===== src/rtl/uart_tx_arbiter_if.sv =====
// uart_tx_arbiter_if
// Bundles the requester side (valid/ready byte handshake) and the uart_tx side
// (start/done frame handshake) of the round-robin UART transmit arbiter.
//
// Handshakes:
//   requester i: holds req_valid[i] and its byte req_data[8i+7:8i] stable until
//                the one-cycle req_ready[i] pulse; the byte is taken on that pulse.
//   uart_tx:     one-cycle tx_start launches a frame with tx_data, which stays
//                stable until the one-cycle tx_done pulse ends the frame.
//
// Signals:
//   req_valid   [N_REQ]    requester i has a byte pending
//   req_data    [8*N_REQ]  byte of requester i at bits [8i+7:8i]
//   req_ready   [N_REQ]    one-cycle accept pulse per requester
//   tx_start               one-cycle frame start to uart_tx
//   tx_data     [8]        byte being transmitted
//   tx_done                one-cycle frame-finished pulse from uart_tx
//   grant_id    [3]        requester currently / last served
//   busy                   arbiter not idle
//   timeout_err            one-cycle watchdog expiry pulse
//   fsm_state   [3]        debug view of the arbiter state register
//
// Modports: master = arbiter side, slave = requesters + transmitter side.
interface uart_tx_arbiter_if #(
  parameter int N_REQ = 4
);
  logic [N_REQ-1:0]   req_valid;
  logic [8*N_REQ-1:0] req_data;
  logic [N_REQ-1:0]   req_ready;
  logic               tx_start;
  logic [7:0]         tx_data;
  logic               tx_done;
  logic [2:0]         grant_id;
  logic               busy;
  logic               timeout_err;
  logic [2:0]         fsm_state;

  modport master (
    input  req_valid, req_data, tx_done,
    output req_ready, tx_start, tx_data, grant_id, busy, timeout_err, fsm_state
  );

  modport slave (
    output req_valid, req_data, tx_done,
    input  req_ready, tx_start, tx_data, grant_id, busy, timeout_err, fsm_state
  );
endinterface


===== src/rtl/uart_tx_arbiter.sv =====
// uart_tx_arbiter
// Round-robin scheduler sharing one uart_tx between N_REQ requesters. One byte
// is accepted per grant, launched on the transmitter, and the arbiter waits for
// tx_done (or the watchdog) before arbitrating again. The requester just served
// gets the lowest priority on the next arbitration.
//
// Optional feature: define UART_ARB_TAG_EN to precede every data frame with a
// tag frame 8'hA0 | grant_id (states TAG and TAGWAIT).
//
// Parameters:
//   N_REQ    number of requesters, 2..8
//   TIMEOUT  cycles from tx_start to watchdog expiry (must exceed a frame time)
//
// Ports:
//   clock    rising-edge clock
//   resetn   asynchronous active-low reset
//   bus      uart_tx_arbiter_if.master (requester and transmitter handshakes)
//
// All outputs are registers: each output is set on the transition into the
// state in which it must be visible.
module uart_tx_arbiter #(
  parameter int          N_REQ   = 4,
  parameter logic [15:0] TIMEOUT = 16'd60000
) (
  input  logic               clock,
  input  logic               resetn,
  uart_tx_arbiter_if.master  bus
);

  typedef enum logic [2:0] {
    S_IDLE    = 3'd0,
    S_LOAD    = 3'd1,
    S_SEND    = 3'd2,
    S_WAIT    = 3'd3
`ifdef UART_ARB_TAG_EN
    ,
    S_TAG     = 3'd4,
    S_TAGWAIT = 3'd5
`endif
  } state_t;

  state_t      state;
  logic [2:0]  last;
  logic [2:0]  grant;
  logic [7:0]  hold;
  logic [15:0] wd_cnt;

  // Requests and data zero-extended to the 8-requester maximum so a 3-bit
  // index can address them for any legal N_REQ.
  logic [7:0]  valid_ext;
  logic [63:0] data_ext;
  logic        sel_any;
  logic [2:0]  sel_idx;
  logic [3:0]  cand;
  logic [7:0]  sel_byte;
  logic        wd_expire;

  assign valid_ext = 8'(bus.req_valid);
  assign data_ext  = 64'(bus.req_data);
  assign sel_byte  = data_ext[{sel_idx, 3'b000} +: 8];
  assign wd_expire = (wd_cnt >= TIMEOUT - 16'd1);

  // Scan from the farthest candidate (last itself) back to last+1 so the
  // nearest requester after last is the one left selected.
  always_comb begin
    sel_any = 1'b0;
    sel_idx = 3'd0;
    cand    = 4'd0;
    for (int k = N_REQ; k >= 1; k--) begin
      cand = {1'b0, last} + 4'(k);
      if (cand >= 4'(N_REQ)) cand = cand - 4'(N_REQ);
      if (valid_ext[cand[2:0]]) begin
        sel_any = 1'b1;
        sel_idx = cand[2:0];
      end
    end
  end

  always_ff @(posedge clock or negedge resetn) begin
    if (!resetn) begin
      state           <= S_IDLE;
      last            <= 3'(N_REQ - 1);
      grant           <= 3'(N_REQ - 1);
      hold            <= 8'h00;
      wd_cnt          <= 16'd0;
      bus.req_ready   <= '0;
      bus.tx_start    <= 1'b0;
      bus.tx_data     <= 8'h00;
      bus.busy        <= 1'b0;
      bus.timeout_err <= 1'b0;
    end else begin
      bus.req_ready   <= '0;
      bus.tx_start    <= 1'b0;
      bus.timeout_err <= 1'b0;
      case (state)
        S_IDLE: begin
          if (sel_any) begin
            grant         <= sel_idx;
            hold          <= sel_byte;
            bus.req_ready <= N_REQ'(1) << sel_idx;
            bus.busy      <= 1'b1;
            state         <= S_LOAD;
          end
        end

        S_LOAD: begin
          // The watchdog counts cycles from the tx_start pulse onward.
          bus.tx_start <= 1'b1;
          wd_cnt       <= 16'd0;
`ifdef UART_ARB_TAG_EN
          bus.tx_data  <= 8'hA0 | {5'd0, grant};
          state        <= S_TAG;
`else
          bus.tx_data  <= hold;
          state        <= S_SEND;
`endif
        end

        S_SEND: begin
          wd_cnt <= wd_cnt + 16'd1;
          state  <= S_WAIT;
        end

        S_WAIT: begin
          if (bus.tx_done) begin
            last     <= grant;
            bus.busy <= 1'b0;
            state    <= S_IDLE;
          end else if (wd_expire) begin
            // Byte dropped, no retry; counter held at TIMEOUT.
            wd_cnt          <= TIMEOUT;
            bus.timeout_err <= 1'b1;
            last            <= grant;
            bus.busy        <= 1'b0;
            state           <= S_IDLE;
          end else begin
            wd_cnt <= wd_cnt + 16'd1;
          end
        end

`ifdef UART_ARB_TAG_EN
        S_TAG: begin
          wd_cnt <= wd_cnt + 16'd1;
          state  <= S_TAGWAIT;
        end

        S_TAGWAIT: begin
          if (bus.tx_done) begin
            bus.tx_start <= 1'b1;
            bus.tx_data  <= hold;
            wd_cnt       <= 16'd0;
            state        <= S_SEND;
          end else if (wd_expire) begin
            wd_cnt          <= TIMEOUT;
            bus.timeout_err <= 1'b1;
            last            <= grant;
            bus.busy        <= 1'b0;
            state           <= S_IDLE;
          end else begin
            wd_cnt <= wd_cnt + 16'd1;
          end
        end
`endif

        default: begin
          bus.busy <= 1'b0;
          state    <= S_IDLE;
        end
      endcase
    end
  end

  assign bus.grant_id  = grant;
  assign bus.fsm_state = state;

endmodule


===== src/flat_wrapper.sv =====
// flat-port wrapper written by rule: the top's interface ports become plain ports
module uart_tx_arbiter_flat 
#(
  parameter int          N_REQ   = 4,
  parameter logic [15:0] TIMEOUT = 16'd60000
)
  (clock, resetn, bus_req_valid, bus_req_data, bus_tx_done, bus_req_ready, bus_tx_start, bus_tx_data, bus_grant_id, bus_busy, bus_timeout_err, bus_fsm_state);
  uart_tx_arbiter_if #(.N_REQ(N_REQ)) bus_i ();
  input  logic clock;
  input  logic resetn;
  input wire logic [$bits(bus_i.req_valid)-1:0] bus_req_valid;
  input wire logic [$bits(bus_i.req_data)-1:0] bus_req_data;
  input wire logic [$bits(bus_i.tx_done)-1:0] bus_tx_done;
  output wire logic [$bits(bus_i.req_ready)-1:0] bus_req_ready;
  output wire logic [$bits(bus_i.tx_start)-1:0] bus_tx_start;
  output wire logic [$bits(bus_i.tx_data)-1:0] bus_tx_data;
  output wire logic [$bits(bus_i.grant_id)-1:0] bus_grant_id;
  output wire logic [$bits(bus_i.busy)-1:0] bus_busy;
  output wire logic [$bits(bus_i.timeout_err)-1:0] bus_timeout_err;
  output wire logic [$bits(bus_i.fsm_state)-1:0] bus_fsm_state;
  assign bus_i.req_valid = bus_req_valid;
  assign bus_i.req_data = bus_req_data;
  assign bus_i.tx_done = bus_tx_done;
  assign bus_req_ready = bus_i.req_ready;
  assign bus_tx_start = bus_i.tx_start;
  assign bus_tx_data = bus_i.tx_data;
  assign bus_grant_id = bus_i.grant_id;
  assign bus_busy = bus_i.busy;
  assign bus_timeout_err = bus_i.timeout_err;
  assign bus_fsm_state = bus_i.fsm_state;
  uart_tx_arbiter #(.N_REQ(N_REQ), .TIMEOUT(TIMEOUT)) u_core (.clock(clock), .resetn(resetn), .bus(bus_i));
endmodule

===== config.mk =====
export PLATFORM = sky130hd
export DESIGN_NAME = uart_tx_arbiter_flat
export DESIGN_NICKNAME = d
export VERILOG_FILES = /design/src/rtl/uart_tx_arbiter_if.sv /design/src/rtl/uart_tx_arbiter.sv /design/src/flat_wrapper.sv
export SDC_FILE = /design/constraint.sdc
export NUM_CORES = 1
export LEC_CHECK = 0
export CAP_MARGIN = 20
export CORE_AREA = 10 10 87 97
export CTS_BUF_LIST = sky130_fd_sc_hd__clkbuf_8
export DETAILED_ROUTE_END_ITERATION = 10
export DIE_AREA = 0 0 97 107
export PLACE_DENSITY = 0.76
export SLEW_MARGIN = 15
export SYNTH_ARGS = -nofsm -noshare
export SYNTH_HDL_FRONTEND = slang
export SYNTH_SLANG_ARGS = --single-unit

===== constraint.sdc =====
create_clock -name clock -period 8.36 [get_ports clock]
set_input_delay 1.672 -clock clock [delete_from_list [all_inputs] [get_ports clock]]
set_output_delay 1.672 -clock clock [all_outputs]
set_load 0.02 [all_outputs]

# ---- Yosys cells after proc, flatten, opt, wreduce, memory -nomap -nowiden
# Cells that the tools add are included.
dict set report totals {
  in_bits 39
  word_cells 85
  regBits 48
}
dict set report op_classes {
  n_reduce_logical 9
  bitwise 1
  magnitude_cmp 9
  shift 2
  add_sub_neg 9
  n_eq_ne 6
  mux 39
}
# op n
set ops {}
lappend ops {{$shiftx A64 B7 Y8} 1}
lappend ops {{$pmux W16 S3} 1}
lappend ops {{$mux W3} 13}
lappend ops {{$mux W16} 2}
lappend ops {{$add A16 B1 Y16 const B} 1}
lappend ops {{$ge A16 B16 Y1 const B} 1}
lappend ops {{$ge A4 B3 Y1 const B} 4}
lappend ops {{$lt A3 B4 Y1 const B} 4}
lappend ops {{$mux W1} 15}
lappend ops {{$bmux W1 S3} 4}
lappend ops {{$pmux W3 S4} 1}
lappend ops {{$sub A3 B3 Y3 const B} 4}
lappend ops {{$add A3 B2 Y4 const B} 2}
lappend ops {{$mux W4} 2}
lappend ops {{$reduce_and A2 Y1} 4}
lappend ops {{$eq A3 B2 Y1 const B} 2}
lappend ops {{$add A3 B1 Y4 const B} 1}
lappend ops {{$add A3 B3 Y4 const B} 1}
lappend ops {{$shl A1 B3 Y4 const A} 1}
lappend ops {{$eq A3 B1 Y1 const B} 1}
lappend ops {{$logic_not A3 Y1} 1}
lappend ops {{$ne A3 B2 Y1 const B} 1}
lappend ops {{$pmux W1 S3} 1}
lappend ops {{$reduce_and A3 Y1} 1}
lappend ops {{6 further kinds} 6}

# ---- Depth between registers and ports, before layout
dict set report depth {
  ltp_word 12
  mapped_depth 12
}

# ---- Least setup slack after synthesis
# OpenSTA, ideal clock, no wires.
dict set report synth_timing {
  kind {in2reg}
  from {input port bus_req_valid[3]}
  to {register u_core.hold[0]}
  t_arrival_ns 3.186
  path_slack_ns 5.050
  setup_time_ns 0.125
  path_buffers 3
  path_stages 9
  cell_sequence {buf_6 a21boi_1 a311o_1 a32o_1 a211oi_2 buf_6 buf_12 mux2i_1 a21oi_1}
}
dict set report synth_between {
  elab_chain_len 7
}
# element line_no
set synth_lines {}
lappend synth_lines {{start, declared} flat_wrapper.sv:11} ;# input wire logic [$bits(bus_i.req_valid)-1:0] bus_req_valid;
lappend synth_lines {{$bmux W1 S3} uart_tx_arbiter.sv:72} ;# if (valid_ext[cand[2:0]]) begin
lappend synth_lines {{$mux W1 (implied by the code)} uart_tx_arbiter.sv:72}
lappend synth_lines {{$mux W3 / $mux W1 (equally long branches) (4 in a row)} uart_tx_arbiter.sv:72}
lappend synth_lines {{$shiftx A64 B7 Y8 / $reduce_and A2 Y1 (equally long branches)} -}
lappend synth_lines {{end signal, assigned} uart_tx_arbiter.sv:99} ;# hold <= sel_byte;
lappend synth_lines {{end, declared} uart_tx_arbiter.sv:45} ;# logic [7:0] hold;
# Several ways; a longest one is shown, not always the timed one. The select of a mux whose other input is x is not followed.
# A chain may end at the register's enable or synchronous reset.

# ---- Final worst setup path
# Same ends and word-level chain as after synthesis.

==> metrics.yaml <==
cap_violations: 0
met2_usage_pct: 22.56
p_leak_nw: 1.508
syn_avg_cell_area_um2: 9.909
drtAntennaViolNets: 0
ys_ff_latch: 47
grt_max_degree: 48
busiest_layer: "met2"
finalPower_mw: 1.237
fin_crit_sh_pct: 50.40
syn_area_um2: 2844
cp-end-kind: "flip-flop"
hold_viol: 0
cts_hold_buf: 0
reg2reg_to: "u_core.hold[0]"
startpoint: "bus_req_valid[3]"
grt_pass1_wl_um: 11550
dp_hpwl_um: 5250
clk_path_buf_depth: 2
start_kind: "input port"
worst_slew_pin_slew_ns: 0.6764
critPathSlowestCell: "clkdlybuf4s50_1"
whs_ns: 0.4854
antenna_found_initial: 0
grt_overflow: 0
synth_edf_count: 0
grt_pass1_vias: 2355
row_count: 31
crit_chain: "clkdlybuf4s50_1 -> mux2i_1 -> mux2i_2 -> a22oi_1 -> a31oi_2 -> nor3b_4 -> o2bb2ai_1 -> a21oi_1"
cp.required_ns: 8.52
ir_drop_uv: 272.9
rr_worst_depth: 9
die-area_um2: 10380
cts_tree: "done"
io-pin-count: 60
critPathKind: "in -> reg"
diodes: 0
num_vias: 2337
cts.sinks: 47
gp_congestion: 0.8910
clk_pin_slew_worst_paths_ns: 0.09
power_density_nw_per_um2: 349.6
cp_data_arrival_time_ns: 4.38
endpoint: "u_core.hold[0]"
r2r_start: "u_core.last[0]"
root_buffer: "clkbuf_8"
syn-num-nets: 335
use_met3_pct: 3.854
core_um2: 6477
dieHeight_um: 107
wl_um: 6941
setup_viol: 0
port_buffers: 58
ys.flop_type: "dfrtp_1"
numCtsBuffers: 5
drv_slew: 0
die-width_um: 97
fin_setup_tns_ns: 0
cts_resized: 0
wl_per_cell_um: 16.49
yosys_warnings: 0
path_delay_family: "compound AO/OA/AOI/OAI gates"
htreeDepth: 2
grt_usage_pct: 13.04
final_nets: 386
rrSetupSlack_ns: 4.73
critPathBufInv: 1
drt_first_pass_iters: 4
start_util_pct: 43.91
syn_to_final_growth_pct: 24.37
dr.first_iter.drc_count: 100
routed_via_density: 5.551
ys_seq_area_share_pct: 41.53
grt_use_met1_pct: 15.27
clk_latency_ns: 0.30
hp-class: "reg -> reg"
timing.slew.headroom_pct: 54.76
min_period_ns: 4.214
min_path_cells: 1
crit_fanout: 14
cts_setup_buffers: 0
synthDistinctLibCells: 60
crit_cells: 8
syn_inst: 287
synthArstFlopShare_pct: 100.0
fin_skew_ns: 0.01252
outcome: "finished clean"
drc: 0
rsz0062_at_grt: "no"
drive_above_1_share_pct: 10.91
crit_path_max_incr_delay_ns: 0.67
max_freq_ghz: 0.2373
[how the worst min path moves through the flow]
| stage | from | to | slack, ns |
|---|---|---|---|
| 2_1_floorplan | u_core.wd_cnt[15] | u_core.wd_cnt[15] | 0.43 |
| 6_report | u_core.wd_cnt[15] | u_core.wd_cnt[15] | 0.49 |
| 5_1_grt | u_core.wd_cnt[15] | u_core.wd_cnt[15] | 0.50 |
| 3_5_place_dp | u_core.wd_cnt[15] | u_core.wd_cnt[15] | 0.47 |
| 4_1_cts | u_core.wd_cnt[15] | u_core.wd_cnt[15] | 0.48 |
| 3_3_place_gp | u_core.wd_cnt[15] | u_core.wd_cnt[15] | 0.45 |
[per-layer routing]
layer / routed length (um) / up-vias
met1: 3046 / 1120
met2: 3476 / 58
met5: 0 / -
li1: - / 1150
met4: 60 / 0
met3: 358 / 9
[flip-flops by register name, indices dropped and copies added (netlist names)]
signal	count
u_core.bus.timeout_err	1
u_core.hold	8
u_core.bus.req_ready	4
u_core.bus.tx_start	1
u_core.bus.grant_id	3
u_core.bus.fsm_state	2
u_core.bus.busy	1
u_core.last	3
u_core.wd_cnt	16
u_core.bus.tx_data	8
[power breakdown]
group / switching (mW) / leakage [nW] / internal, mW
Combinational: 0.399 / 0.872 / 0.324
Clock: 0.0801 / 0.0495 / 0.0590
Sequential: 0.0676 / 0.586 / 0.308
Total: 0.546 / 1.51 / 0.690
[placed cells by master (no fill, tap or decap), drive strengths merged, types with 2 or more instances in the layout]
master	count
o22ai	3
dfstp	4
mux2i	23
o31a	2
dfrtp	43
clkdlybuf4s50	57
a31oi	3
nand4	2
buf	4
ha	9
mux2	12
o2bb2ai	8
clkbuf	5
a22oi	2
o21ai	23
nand3	8
a211oi	3
nor2	17
and3	5
inv	13
nand2b	3
nand2	24
a41o	2
nor2b	9
nor3	5
clkinv	2
o31ai	7
a21oi	20
[per-stage QoR]
stage	std cells	util (%)	instance area (um^2)	worst slack, ns
after floorplan	287	-	2844	5.050
after global placement	412	52.91	3427	3.978
after detailed placement	412	52.91	3427	3.846
after CTS	420	54.30	3517	4.140
after global routing	421	54.61	3537	3.936
final	421	54.61	3537	4.146
[cell type report]
class	instances	area, um^2
timing repair buffer	61	610.6
sequential	47	1181
tap	82	102.6
clock buffer	5	68.82
multi-input combinational	211	1508
clock inverter	3	21.27
inverter	12	45.04
fill	571	2940
[logic make-up after synthesis]
group,synth area share [%]
AOI/OAI and AO/OA,21.95
and+or+nand+nor,13.73
DFF,41.53
muxes,12.98
buffers and inverters,5.719
adders and majority gates,3.960
other,0.1319
[worst reg2reg max path: cells and delay by family, from the launching register on]
family                   cells  cell delay [ns]
AO/OA/AOI/OAI                4             1.03
adder cells (fa/ha/maj)      1             0.53
buffers and inverters        1             0.14
flip-flops                   1             0.79
multiplexers                 2             0.49
AND/OR/NAND/NOR              1             0.50
[synthesized netlist by cell type (2+ instances only)]
cell type | n | area, um^2
a211oi_2 | 2 | 25.02
a21oi_1 | 19 | 95.09
a22oi_1 | 2 | 15.01
a31oi_1 | 2 | 12.51
a41o_1 | 2 | 20.02
and3_1 | 5 | 31.28
buf_2 | 5 | 25.02
buf_4 | 2 | 15.01
buf_6 | 3 | 33.78
clkbuf_1 | 5 | 18.77
dfrtp_1 | 43 | 1076
dfstp_2 | 4 | 105.1
ha_1 | 9 | 112.6
inv_1 | 12 | 45.04
mux2_2 | 11 | 123.9
mux2i_1 | 22 | 220.2
nand2_1 | 24 | 90.09
nand2b_1 | 3 | 18.77
nand3_1 | 8 | 40.04
nand4_1 | 2 | 12.51
nor2_1 | 17 | 63.81
nor2b_1 | 9 | 56.30
nor3_1 | 4 | 20.02
o21ai_0 | 19 | 95.09
o21ai_1 | 3 | 15.01
o22ai_1 | 3 | 18.77
o2bb2ai_1 | 8 | 70.07
o31a_1 | 2 | 17.52
o31ai_1 | 6 | 45.04
No activity file was read; power rests on OpenSTA's default activity.
